## src/rtl/ro_freq_counter_if.sv

```systemverilog
// Result/handshake bundle between the oscillator frequency counter and
// its consumer (UART transmit path). The master requests measurements.
// The slave (the counter) reports busy/done and the latest result.
interface ro_freq_counter_if #(
    parameter int COUNT_W = 16
);
    logic               start;
    logic               busy;
    logic               done;
    logic [COUNT_W-1:0] count;
    logic               overflow;

    modport master (
        output start,
        input  busy,
        input  done,
        input  count,
        input  overflow
    );

    modport slave (
        input  start,
        output busy,
        output done,
        output count,
        output overflow
    );
endinterface

```

## src/rtl/ro_freq_counter.sv

```systemverilog
// Ring-oscillator frequency counter.
// Synchronizes the asynchronous oscillator into clk, detects rising edges
// and counts them over a window of GATE_CYCLES clocks. The result
// saturates at 2^COUNT_W-1 and flags overflow.
//
// A start request is latched for one cycle before the FSM leaves IDLE.
// The sequence is therefore: one armed cycle, two settle cycles,
// GATE_CYCLES count cycles, and one done cycle.
//
// Optional build macro RO_FREQ_CONT_EN: free-running back-to-back
// measurements after reset, with start ignored.
module ro_freq_counter #(
    parameter int GATE_CYCLES = 1024,
    parameter int COUNT_W     = 16,
    parameter int SYNC_STAGES = 2
) (
    input  logic             clk,
    input  logic             rst_n,
    input  logic             ro_in,
    ro_freq_counter_if.slave bus
);
    localparam int WIN_W = $clog2(GATE_CYCLES + 1);
    localparam logic [WIN_W-1:0] SETTLE_LAST = WIN_W'(1);
    localparam logic [WIN_W-1:0] COUNT_LAST  = WIN_W'(GATE_CYCLES - 1);

    typedef enum logic [1:0] {
        ST_IDLE,
        ST_SETTLE,
        ST_COUNT,
        ST_DONE
    } state_t;

    state_t state_q;
    state_t state_d;

    logic [SYNC_STAGES-1:0] sync_p0;
    logic                   hist_p1;
    logic                   rise;
    logic                   start_pend;
    logic [WIN_W-1:0]       win_cnt;
    logic [COUNT_W-1:0]     acc;
    logic                   acc_ovf;
    logic [COUNT_W-1:0]     count_q;
    logic                   overflow_q;
    logic                   busy_c;
    logic                   done_c;

    // Increment that holds at full scale instead of wrapping.
    function automatic logic [COUNT_W-1:0] sat_inc(input logic [COUNT_W-1:0] a);
        return (a == {COUNT_W{1'b1}}) ? a : a + COUNT_W'(1);
    endfunction

    // True when one more edge would exceed the representable range.
    function automatic logic sat_hit(input logic [COUNT_W-1:0] a);
        return (a == {COUNT_W{1'b1}});
    endfunction

    // Synchronizer chain plus one history flop for edge detection.
    always_ff @(posedge clk or negedge rst_n) begin
        if (!rst_n) begin
            sync_p0 <= '0;
            hist_p1 <= 1'b0;
        end else begin
            sync_p0 <= {sync_p0[SYNC_STAGES-2:0], ro_in};
            hist_p1 <= sync_p0[SYNC_STAGES-1];
        end
    end

    assign rise = sync_p0[SYNC_STAGES-1] & ~hist_p1;

`ifdef RO_FREQ_CONT_EN
    logic start_unused;
    assign start_unused = bus.start;
    assign start_pend   = 1'b0;
`else
    // Arm on a start seen in IDLE; starts during a measurement are dropped.
    always_ff @(posedge clk or negedge rst_n) begin
        if (!rst_n) begin
            start_pend <= 1'b0;
        end else begin
            start_pend <= (state_q == ST_IDLE) && !start_pend && bus.start;
        end
    end
`endif

    // FSM state register.
    always_ff @(posedge clk or negedge rst_n) begin
        if (!rst_n) begin
            state_q <= ST_IDLE;
        end else begin
            state_q <= state_d;
        end
    end

    // Next-state decode and handshake outputs.
    always_comb begin
        state_d = state_q;
        busy_c  = 1'b0;
        done_c  = 1'b0;
        case (state_q)
            ST_IDLE: begin
`ifdef RO_FREQ_CONT_EN
                state_d = ST_SETTLE;
`else
                busy_c = start_pend;
                if (start_pend) begin
                    state_d = ST_SETTLE;
                end
`endif
            end
            ST_SETTLE: begin
                busy_c = 1'b1;
                if (win_cnt == SETTLE_LAST) begin
                    state_d = ST_COUNT;
                end
            end
            ST_COUNT: begin
                busy_c = 1'b1;
                if (win_cnt == COUNT_LAST) begin
                    state_d = ST_DONE;
                end
            end
            ST_DONE: begin
                busy_c = 1'b1;
                done_c = 1'b1;
`ifdef RO_FREQ_CONT_EN
                state_d = ST_SETTLE;
`else
                state_d = ST_IDLE;
`endif
            end
            default: state_d = ST_IDLE;
        endcase
    end

    // Window counter and edge accumulator; cleared whenever not measuring.
    always_ff @(posedge clk or negedge rst_n) begin
        if (!rst_n) begin
            win_cnt <= '0;
            acc     <= '0;
            acc_ovf <= 1'b0;
        end else begin
            case (state_q)
                ST_SETTLE: begin
                    win_cnt <= (win_cnt == SETTLE_LAST) ? '0 : win_cnt + WIN_W'(1);
                end
                ST_COUNT: begin
                    win_cnt <= win_cnt + WIN_W'(1);
                    if (rise) begin
                        acc <= sat_inc(acc);
                        if (sat_hit(acc)) begin
                            acc_ovf <= 1'b1;
                        end
                    end
                end
                default: begin
                    win_cnt <= '0;
                    acc     <= '0;
                    acc_ovf <= 1'b0;
                end
            endcase
        end
    end

    // Result registers; updated only as the DONE cycle completes.
    always_ff @(posedge clk or negedge rst_n) begin
        if (!rst_n) begin
            count_q    <= '0;
            overflow_q <= 1'b0;
        end else if (state_q == ST_DONE) begin
            count_q    <= acc;
            overflow_q <= acc_ovf;
        end
    end

    assign bus.busy     = busy_c;
    assign bus.done     = done_c;
    assign bus.count    = count_q;
    assign bus.overflow = overflow_q;
endmodule

```

## src/flat_wrapper.sv

```systemverilog
// flat-port wrapper written by rule: the top's interface ports become plain ports
module ro_freq_counter_flat 
#(
    parameter int GATE_CYCLES = 1024,
    parameter int COUNT_W     = 16,
    parameter int SYNC_STAGES = 2
)
  (clk, rst_n, ro_in, bus_start, bus_busy, bus_done, bus_count, bus_overflow);
  ro_freq_counter_if #(.COUNT_W(COUNT_W)) bus_i ();
  input  logic clk;
  input  logic rst_n;
  input  logic ro_in;
  input wire logic [$bits(bus_i.start)-1:0] bus_start;
  output wire logic [$bits(bus_i.busy)-1:0] bus_busy;
  output wire logic [$bits(bus_i.done)-1:0] bus_done;
  output wire logic [$bits(bus_i.count)-1:0] bus_count;
  output wire logic [$bits(bus_i.overflow)-1:0] bus_overflow;
  assign bus_i.start = bus_start;
  assign bus_busy = bus_i.busy;
  assign bus_done = bus_i.done;
  assign bus_count = bus_i.count;
  assign bus_overflow = bus_i.overflow;
  ro_freq_counter #(.GATE_CYCLES(GATE_CYCLES), .COUNT_W(COUNT_W), .SYNC_STAGES(SYNC_STAGES)) u_core (.clk(clk), .rst_n(rst_n), .ro_in(ro_in), .bus(bus_i));
endmodule
```

## config.mk

```make
export PLATFORM = sky130hd
export DESIGN_NAME = ro_freq_counter_flat
export DESIGN_NICKNAME = d
export VERILOG_FILES = /design/src/rtl/ro_freq_counter_if.sv /design/src/rtl/ro_freq_counter.sv /design/src/flat_wrapper.sv
export SDC_FILE = /design/constraint.sdc
export NUM_CORES = 1
export LEC_CHECK = 0
export CAP_MARGIN = 40
export CORE_ASPECT_RATIO = 1.4
export CORE_MARGIN = 1
export CORE_UTILIZATION = 27
export DETAILED_ROUTE_END_ITERATION = 8
export GPL_TIMING_DRIVEN = 0
export SLEW_MARGIN = 40
export SYNTH_ARGS = -nofsm -noshare
export SYNTH_HDL_FRONTEND = slang
export SYNTH_SLANG_ARGS = --single-unit
export TNS_END_PERCENT = 10
```

## constraint.sdc

```tcl
create_clock -name clk -period 1.8 [get_ports clk]
set_clock_uncertainty 0.05 [all_clocks]
set_input_delay 0.36 -clock clk [delete_from_list [all_inputs] [get_ports clk]]
set_output_delay 0.36 -clock clk [all_outputs]
set_load 0.01 [all_outputs]
```

== Word-level counts from Yosys, hierarchy flattened ==
Index checks and enable logic that the tools add are counted.
Storage, ports and cells
  memories: 0
  bits in writable memories: 0
  register bits after elaboration: 51
  output and inout bits: 19
  bits in latches: 0
  bits in read-only memories: 0
Cells by class
  multipliers: 0
  muxes and demuxes: 14
  $add $sub $neg: 2
  div/mod/pow operators: 0
  order comparisons: 0
  reductions and logical operators: 8
  bitwise gates (word level): 3
  shift-type cells: 0
  eq/ne operators: 12
Operators by type and width (count)
  two-way mux 16 bit: 2
  one-hot mux 16 bit (2 select lines): 1
  one-hot mux 11 bit (2 select lines): 1
  adder 16 x 1 -> 16 bit, second input constant: 1
  equality test 16 bit, second input constant: 1
  adder 11 x 1 -> 11 bit, second input constant: 1
  equality test 11 x 1 -> 1 bit, second input constant: 1
  equality test 11 x 10 -> 1 bit, second input constant: 1
  two-way mux 11 bit: 1
  != test 2 x 1 -> 1 bit, second input constant: 5
  AND reduction 3 bit: 3
  one-hot mux 2 bit (4 select lines): 1
  two-way mux 2 bit: 3
  equality test 2 bit, second input constant: 2
  one-hot mux 1 bit (2 select lines): 2
  two-way mux 1 bit: 3
  OR reduction 3 bit: 1
  equality test 2 x 1 -> 1 bit, second input constant: 1
  logical AND 1 bit: 2
  zero test 2 bit: 1
  != test 2 bit, second input constant: 1
  NOT 1 bit: 2
  AND 1 bit: 1
  zero test 1 bit: 1

== Logic depth before layout (Yosys ltp) ==
Gate-level depths: netlist (run 1).
  depth in word-level cells: 4
  gate-level depth with buffers: 7
  mapped depth without buffers: 6

== Worst setup path before layout (run 1) ==
Ideal clock, no wire load.
  path kind: register to register
  start: register u_core.win_cnt[0]
  end: register u_core.state_q[1]
  data arrival time: 1737 ps
  path buffers: 0
  path slack: -115 ps
  clock period less this slack: 1915 ps
  cell stages (with the launch flop): 6
  data required time: 1622 ps
  cell sequence: dfrtp_1 > ha_1 > nand2_4 > or4_4 > a211oi_2 > mux2_1
On the way
  longest elaborated chain between the ends: 3
  elaborated cells between the ends (all ways): 5
  classes of those cells: eq/ne: 4; reduce/logical: 1
Ends and longest elaborated chain
  from (decl): RTL line ro_freq_counter.sv:40  | logic [WIN_W-1:0] win_cnt;
  from (signal assigned): RTL line ro_freq_counter.sv:145  | win_cnt <= (win_cnt == SETTLE_LAST) ? '0 : win_cnt + WIN_W'(1);
  from (signal assigned): RTL line ro_freq_counter.sv:148  | win_cnt <= win_cnt + WIN_W'(1);
  equality test 11 x 10 -> 1 bit or equality test 11 x 1 -> 1 bit (tied branches): RTL line ro_freq_counter.sv:119, ro_freq_counter.sv:113
  != test 2 x 1 -> 1 bit (no line)
  AND reduction 3 bit (no line) *
  to (signal assigned): RTL line ro_freq_counter.sv:91  | state_q <= state_d;
  to (decl): RTL line ro_freq_counter.sv:33  | state_t state_q;
Every way passes the cells marked *; elsewhere a longest branch is shown, timed or not.
A chain may end at the register's enable or synchronous reset.

== Final worst setup path (run 1) ==
Same ends and word-level chain as after synthesis.

==> out/metrics.cfg, run 1 <==
[die]
die_h_um = 117
fp.coreArea_um2 = 9130
rows = 41
fp.dieW_um = 84.5
start_util_pct = 28.2
die_area_um2 = 9920
pin_count = 23

[clocking]
cts.path.max_buffers = 2
cts_root_buffer = clkbuf_16
cts_made_buffers = 5
cts.clk_slew.worst_paths_ps = 70
clock_latency_ps = 290
cts_sinks = 51
htreeDepth = 2
cts_tree = yes

[worst_hold_path]
hp-start = u_core.sync_p0[0]$_DFF_PN0_
hold_class = flop to flop

[synth]
syn-instance-count = 242
synth.most_common_cell = dfrtp_1
synth_mux_area_share_pct = 7.88
synthSimpleGateAreaFrac_pct = 18.0
avgSynthCellArea_um2 = 10.6
yosysWarnings = 0
ys_seq_area_share_pct = 49.6
syn_nets = 254
synth_compound_area_share_pct = 14.2
yosys-top-cells-count = 51 x dfrtp_1, 19 x nor2_1, 18 x nand2_1
synth-async-reset-ratio_pct = 100
synth_area_um2 = 2570
synth_top_family_by_area = simple AND/OR/NAND/NOR gates
yosysTopAreaCell = dfrtp_1
synth_edf_count = 0
synthAdderAreaFrac_pct = 3.89
synth-seq-cells = 51
yosysTopAreaCellShare_pct = 49.6
netlist-cell-type-count = 52
synth_xor_area_share_pct = 2.73
ys_top_cells_by_area = dfrtp_1 50%, mux2_2 7.4%, ha_1 3.9%, nor2_1 2.8%, nand2_1 2.6%
synth_ff_type = dfrtp_1

[drt]
final_antenna_net_count = 0
drc = 4
via_per_inst = 5.33
wl_per_cell_um = 15.2
finalWirelength_um = 5800
drtIter0Drc = 167
dr.pass1.iters = 7
via_count = 2035

[grt]
overflow = 0
grt_max_degree = 27
grt_use_total_pct = 12.3
grt_pass1_vias = 2115
grt_pass1_wl_um = 10000
antenna_found_initial = 0

[finish]
design_area_um2 = 3280
area_growth_syn_to_layout_pct = 27.6
antenna_cells = 0
final_nets = 286
fillers = 925
drive_gt1_share_pct = 25.8

[timing]
finalCritPeriodShare_pct = 103
rsz0062_at_grt = yes
slew_headroom_pct = 73.8
worst_slack_ps = -56.1
fin_crit_ps = 1860
fmax_ghz = 0.539
finalSetupViolCount = 3
tns_ps = -69.3
finalHoldViolations = 0
worst_slew_pin_slew_ps = 393
maxSlewViolCount = 0
hold_ws_ps = 298

[setup_path]
required_ps = 1920
end_kind = flop
crit_arrival_ps = 1980
crit_chain = ha_4, nand2_4, or4_4, a211oi_2, mux2_1
critPathMaxFanout = 4
timing.rr.start = u_core.win_cnt[0]$_DFF_PN0_
critPathLaunchType = flop
crit_type = flop to flop
slowest_stage = or4_4
slowest_delay_ps = 430
ff2ff_setup_slack_ps = -60
critPathLaunch = u_core.win_cnt[0]$_DFF_PN0_

[placed_design]
hpwlAfterDp_um = 4020
port_buffers = 22
routabilityCongestion = 0.811
dp_slack_ps = -356
placedInstanceArea_um2 = 2960

[power_and_ir_drop]
ir_drop_mv = 0.637
leakage_nw = 1.36
power.density_nw_per_um2 = 1120

[run]
maxCapViolations = 0

[run_status]
status = finished, violations left
violations = DRC, setup timing

-- routing by layer --
metal	part of all wire [%]	vias up	GRT usage (%)
met1	43	1014	15.1
met2	51	49	21.6
met3	3.4	10	1.82
met4	1.9	0	4.98
met5	0	-	0
li1	-	962	-
-- per-stage QoR --
step                total power [mW]  cells  util, %
floorplan                       2.09    242        -
global placement                2.43    371     32.2
detailed placement              2.47    372     32.4
CTS                             3.62    381     34.7
global route                    3.90    382     35.9
finish                          3.66    382     35.9
-- worst max-delay path: cells and delay by family, from the launching register on --
| kind | cells | cell delay [ps] |
|---|---|---|
| mux | 1 | 340 |
| flops | 1 | 410 |
| compound gates | 1 | 250 |
| fa+ha+maj | 1 | 180 |
| simple gates | 2 | 490 |
-- cells by family after synthesis --
group                    after synthesis
multiplexers                          18
adder cells (fa/ha/maj)                8
AO/OA/AOI/OAI                         50
buffers and inverters                 22
XOR/XNOR                               8
flip-flops                            51
AND/OR/NAND/NOR                       85
-- final cells by class --
type | instances | area (um2) | share of cell area [%]
tap | 107 | 134 | 4.08
clock inverter | 3 | 43.8 | 1.33
inverter | 9 | 33.8 | 1.03
clock buffer | 5 | 125 | 3.81
multi-input combinational | 169 | 1320 | 40.1
sequential | 51 | 1280 | 39.1
buffer | 11 | 82.6 | 2.52
timing repair buffer | 27 | 264 | 8.05
-- registers in the layout, summed over array words and instances, names as in the netlist --
name	cells
u_core.start_pend	1
u_core.acc_ovf	1
u_core.acc	16
u_core.state_q	2
u_core.win_cnt	11
u_core.sync_p0	2
u_core.bus.count	16
u_core.bus.overflow	1
u_core.hist_p1	1
-- worst paths after layout --
kind                                                  to  cells after the start
max                        u_core.state_q[1]$_DFFE_PN0P_                      5
min                          u_core.sync_p0[1]$_DFF_PN0_                      0
max reg2reg                u_core.state_q[1]$_DFFE_PN0P_                      5
min reg2reg                  u_core.sync_p0[1]$_DFF_PN0_                      0
max in group asynchronous      u_core.acc[0]$_DFFE_PN0P_                      3
min in group asynchronous    u_core.win_cnt[6]$_DFF_PN0_                      2
-- cells in the final DEF, fill, tap and decap left out, types with 2 or more instances in the layout --
master,netlist,layout
dfrtp_1,51,46
clkdlybuf4s50_1,0,19
nor2_1,19,18
nand2_1,18,17
mux2_2,17,17
a21oi_1,12,10
inv_1,9,9
nand4_1,8,8
and3_1,6,6
a31oi_1,7,6
a211oi_1,7,6
clkbuf_4,0,5
xor2_1,5,5
nand3_1,5,5
buf_4,0,5
clkbuf_16,0,5
dfrtp_2,0,5
and2_1,4,4
nor3_1,4,4
clkbuf_2,0,4
ha_1,8,4
xnor2_1,3,3
nand2b_1,3,3
a211o_1,3,3
nor4_1,3,2
or4_4,1,2
buf_6,1,2
a211oi_2,1,2
or4_1,3,2
and4_4,1,2
a41oi_1,2,2
o211ai_1,2,2
o2111ai_1,2,2
ha_2,0,2
ha_4,0,2
-- report_power, final --
part | leakage [nW] | internal [mW] | switching, mW
Combinational | 0.586 | 0.513 | 0.752
Sequential | 0.690 | 1.23 | 0.0762
Clock | 0.0838 | 0.656 | 0.438
Total | 1.36 | 2.40 | 1.27
-- repair_timing --
action | 4_1_cts | 5_1_grt
buffers inserted | 0 | 3
hold buffers | 1 | 0
setup endpoints to repair | 41 | 30
pin swaps | 1 | 8
resized for setup | 21 | 31
hold endpoints to repair | 25 | 0
Note: power is estimated with default switching activity, not from simulation.
==> run 2, diff against run 1 <==
--- a/config.mk
+++ b/config.mk
@@ -10,6 +10,7 @@
 export CORE_MARGIN = 1
 export CORE_UTILIZATION = 27
 export DETAILED_ROUTE_END_ITERATION = 8
+export GPL_ROUTABILITY_DRIVEN = 0
 export GPL_TIMING_DRIVEN = 0
 export SLEW_MARGIN = 40
 export SYNTH_ARGS = -nofsm -noshare
==> constraint.sdc (replaced) <==
create_clock -name clk -period 1.8 [get_ports clk]
set_clock_uncertainty 0.05 [all_clocks]
set_input_delay 0.27 -clock clk [delete_from_list [all_inputs] [get_ports clk]]
set_output_delay 0.27 -clock clk [all_outputs]
set_load 0.01 [all_outputs]
==> out/metrics.cfg, run 2 (synthesis gave the netlist of run 1 again) <==
[power_and_ir_drop]
power_frac_clock_pct = 29.7  ; -0.2 points
pwr-share-seq_pct = 35.4  ; -0.2 points
power.density_nw_per_um2 = 1120  ; -0.11%
ir_drop_mv = 0.664  ; +4.3%
leakage_nw = 1.37  ; +0.57%
p_int_mw = 2.41  ; +0.70%
p_comb_share_pct = 35.0  ; +0.5 points
switching_power_mw = 1.27  ; +0.12%
sw_frac_of_total_pct = 34.4  ; -0.13 points

[timing]
maxSlewViolCount = 0  ; unchanged
finalCritPeriodShare_pct = 103  ; about the same
slew_headroom_pct = 70.8  ; -3.0 points
worst_slew_pin_slew_ps = 439  ; +45.6 ps
worst_slack_ps = -56.3  ; -0.241 ps
finalHoldViolations = 0  ; unchanged
rsz0062_at_grt = yes
hold_ws_ps = 298  ; +0.0910 ps
fin_crit_ps = 1860  ; +0.241 ps
fmax_ghz = 0.539  ; about the same
finalSetupViolCount = 2  ; -1
tns_ps = -63.3  ; +6.05 ps

[grt]
overflow = 0  ; unchanged
grt_pass1_wl_um = 9950  ; -0.76%
grt_max_degree = 27  ; unchanged
grt_pass1_vias = 2060  ; -2.6%
antenna_found_initial = 0  ; unchanged
grt_use_total_pct = 12.3  ; -0.059 points

[drt]
drc = 4  ; unchanged
final_antenna_net_count = 0  ; unchanged
finalWirelength_um = 5730  ; -1.2%
via_count = 2007  ; -1.4%
dr.pass1.iters = 6  ; -1
drtIter0Drc = 166  ; -0.60%
wl_per_cell_um = 15.0  ; -1.5%
via_per_inst = 5.24  ; -1.6%

[setup_path]
rr_worst_depth = 5  ; unchanged
critPathMaxFanout = 4  ; unchanged
ff2ff_setup_slack_ps = -60  ; about the same
r2r-end = u_core.state_q[1]$_DFFE_PN0P_
critPathLaunchType = flop
end_kind = flop
crit_arrival_ps = 1980  ; about the same
crit_type = flop to flop
required_ps = 1920  ; about the same
timing.rr.start = u_core.win_cnt[0]$_DFF_PN0_

[worst_hold_path]
min_path_cells = 0  ; unchanged
whs_endpoint = u_core.sync_p0[1]$_DFF_PN0_
hp-start = u_core.sync_p0[0]$_DFF_PN0_
hold_class = flop to flop

[finish]
fillers = 916  ; -0.97%
antenna_cells = 0  ; unchanged
mostFrequentLayoutCell = dfrtp_1
final_cells = 383  ; +0.26%
final_cell_mix = 44 x dfrtp_1, 19 x clkdlybuf4s50_1, 18 x nor2_1, 18 x nand2_1, 17 x mux2_2
drive_gt1_share_pct = 25.4  ; -0.46 points
final_nets = 287  ; +0.35%
area_growth_syn_to_layout_pct = 28.4

[clocking]
cts.clk_slew.worst_paths_ps = 70  ; about the same
htreeDepth = 2  ; unchanged
cts_root_buffer = clkbuf_16
clock_latency_ps = 290  ; about the same
cts.path.max_buffers = 2  ; unchanged
cts_made_buffers = 5  ; unchanged
cts_sinks = 51  ; unchanged
cts_tree = yes

[die]
die_h_um = 117  ; unchanged
pin_count = 23  ; unchanged
fp.coreArea_um2 = 9130  ; unchanged
fp.dieW_um = 84.5  ; unchanged
rows = 41  ; unchanged
start_util_pct = 28.2  ; unchanged
die_area_um2 = 9920  ; unchanged

[placed_design]
port_buffers = 22  ; unchanged
hpwlAfterDp_um = 4020  ; unchanged
place_inst = 372  ; unchanged

[run]
maxCapViolations = 0  ; unchanged

[run_status]
violations = DRC, setup timing
status = finished, violations left

## run 2: cell count changes in the layout (fill, tap and decap cells not counted), sizes merged
| cell | previous run | this run |
|---|---|---|
| dlymetal6s2s | 0 | 1 |
| clkbuf | 14 | 12 |
| buf | 8 | 10 |
## run 2: layer usage
layer	part of all wire [%]	GRT usage [%]	vias to the layer above
li1	-	-	962
met4	1.4	4.34	0
met3	2.9	1.82	7
met2	52	21.7	40
met1	44	15.1	998
met5	0	0	-
## run 2: worst max-delay path by stage
stage                                        from                               to  cells past startpoint
floorplan               u_core.acc[0]$_DFFE_PN0P_       u_core.acc[15]$_DFFE_PN0P_                      6
CTS                   u_core.win_cnt[1]$_DFF_PN0_    u_core.state_q[0]$_DFFE_PN0P_                      6
detailed placement  u_core.state_q[0]$_DFFE_PN0P_  u_core.bus.count[8]$_DFFE_PN0P_                      4
finish                u_core.win_cnt[0]$_DFF_PN0_    u_core.state_q[1]$_DFFE_PN0P_                      5
global route          u_core.win_cnt[2]$_DFF_PN0_    u_core.state_q[1]$_DFFE_PN0P_                      4
global placement                            rst_n        u_core.acc[1]$_DFFE_PN0P_                      1
## run 2: worst max-delay path, stage by stage (launching register included)
cell and delay (ps):
dfrtp_1 420, ha_4 180, nand2_4 60, or4_4 430, a211oi_2 250, mux2_1 340
## run 2: metrics by stage
step	setup WS, ps	power [mW]	instance area, um2	utilization (%)
2_1_floorplan	-17.0	2.09	2580	-
3_3_place_gp	-1080	2.43	2940	32.2
3_5_place_dp	-356	2.47	2960	32.4
4_1_cts	-114	3.62	3160	34.6
5_1_grt	-135	3.92	3300	36.1
6_report	-56.3	3.68	3300	36.1
## run 2: repair_timing
action	CTS	global route
resized for setup	14	29
endpoints found under the hold margin	25	0
hold buffers	1	0
setup endpoints to repair	40	29
setup buffers	1	5
pin swaps	1	2
## run 2: layout make-up
cell class / count / area (um2) / area share, %
clock inverters: 3 / 43.8 / 1.33
plain buffers: 9 / 60.1 / 1.82
flip-flops and latches: 51 / 1280 / 38.9
inverters: 9 / 33.8 / 1.02
multi-input cells: 169 / 1310 / 39.8
well taps: 107 / 134 / 4.06
clock buffers: 5 / 125 / 3.79
repair buffers: 30 / 307 / 9.29
## run 2: power by group through the flow
stage | clock [mW] | sequential [mW] | combinational (mW)
after detailed placement | 0 | 1.32 | 1.14
after floorplan | 0 | 1.31 | 0.774
after global placement | 0 | 1.32 | 1.11
after global routing | 1.18 | 1.32 | 1.42
final | 1.09 | 1.30 | 1.29
after CTS | 1.12 | 1.30 | 1.19
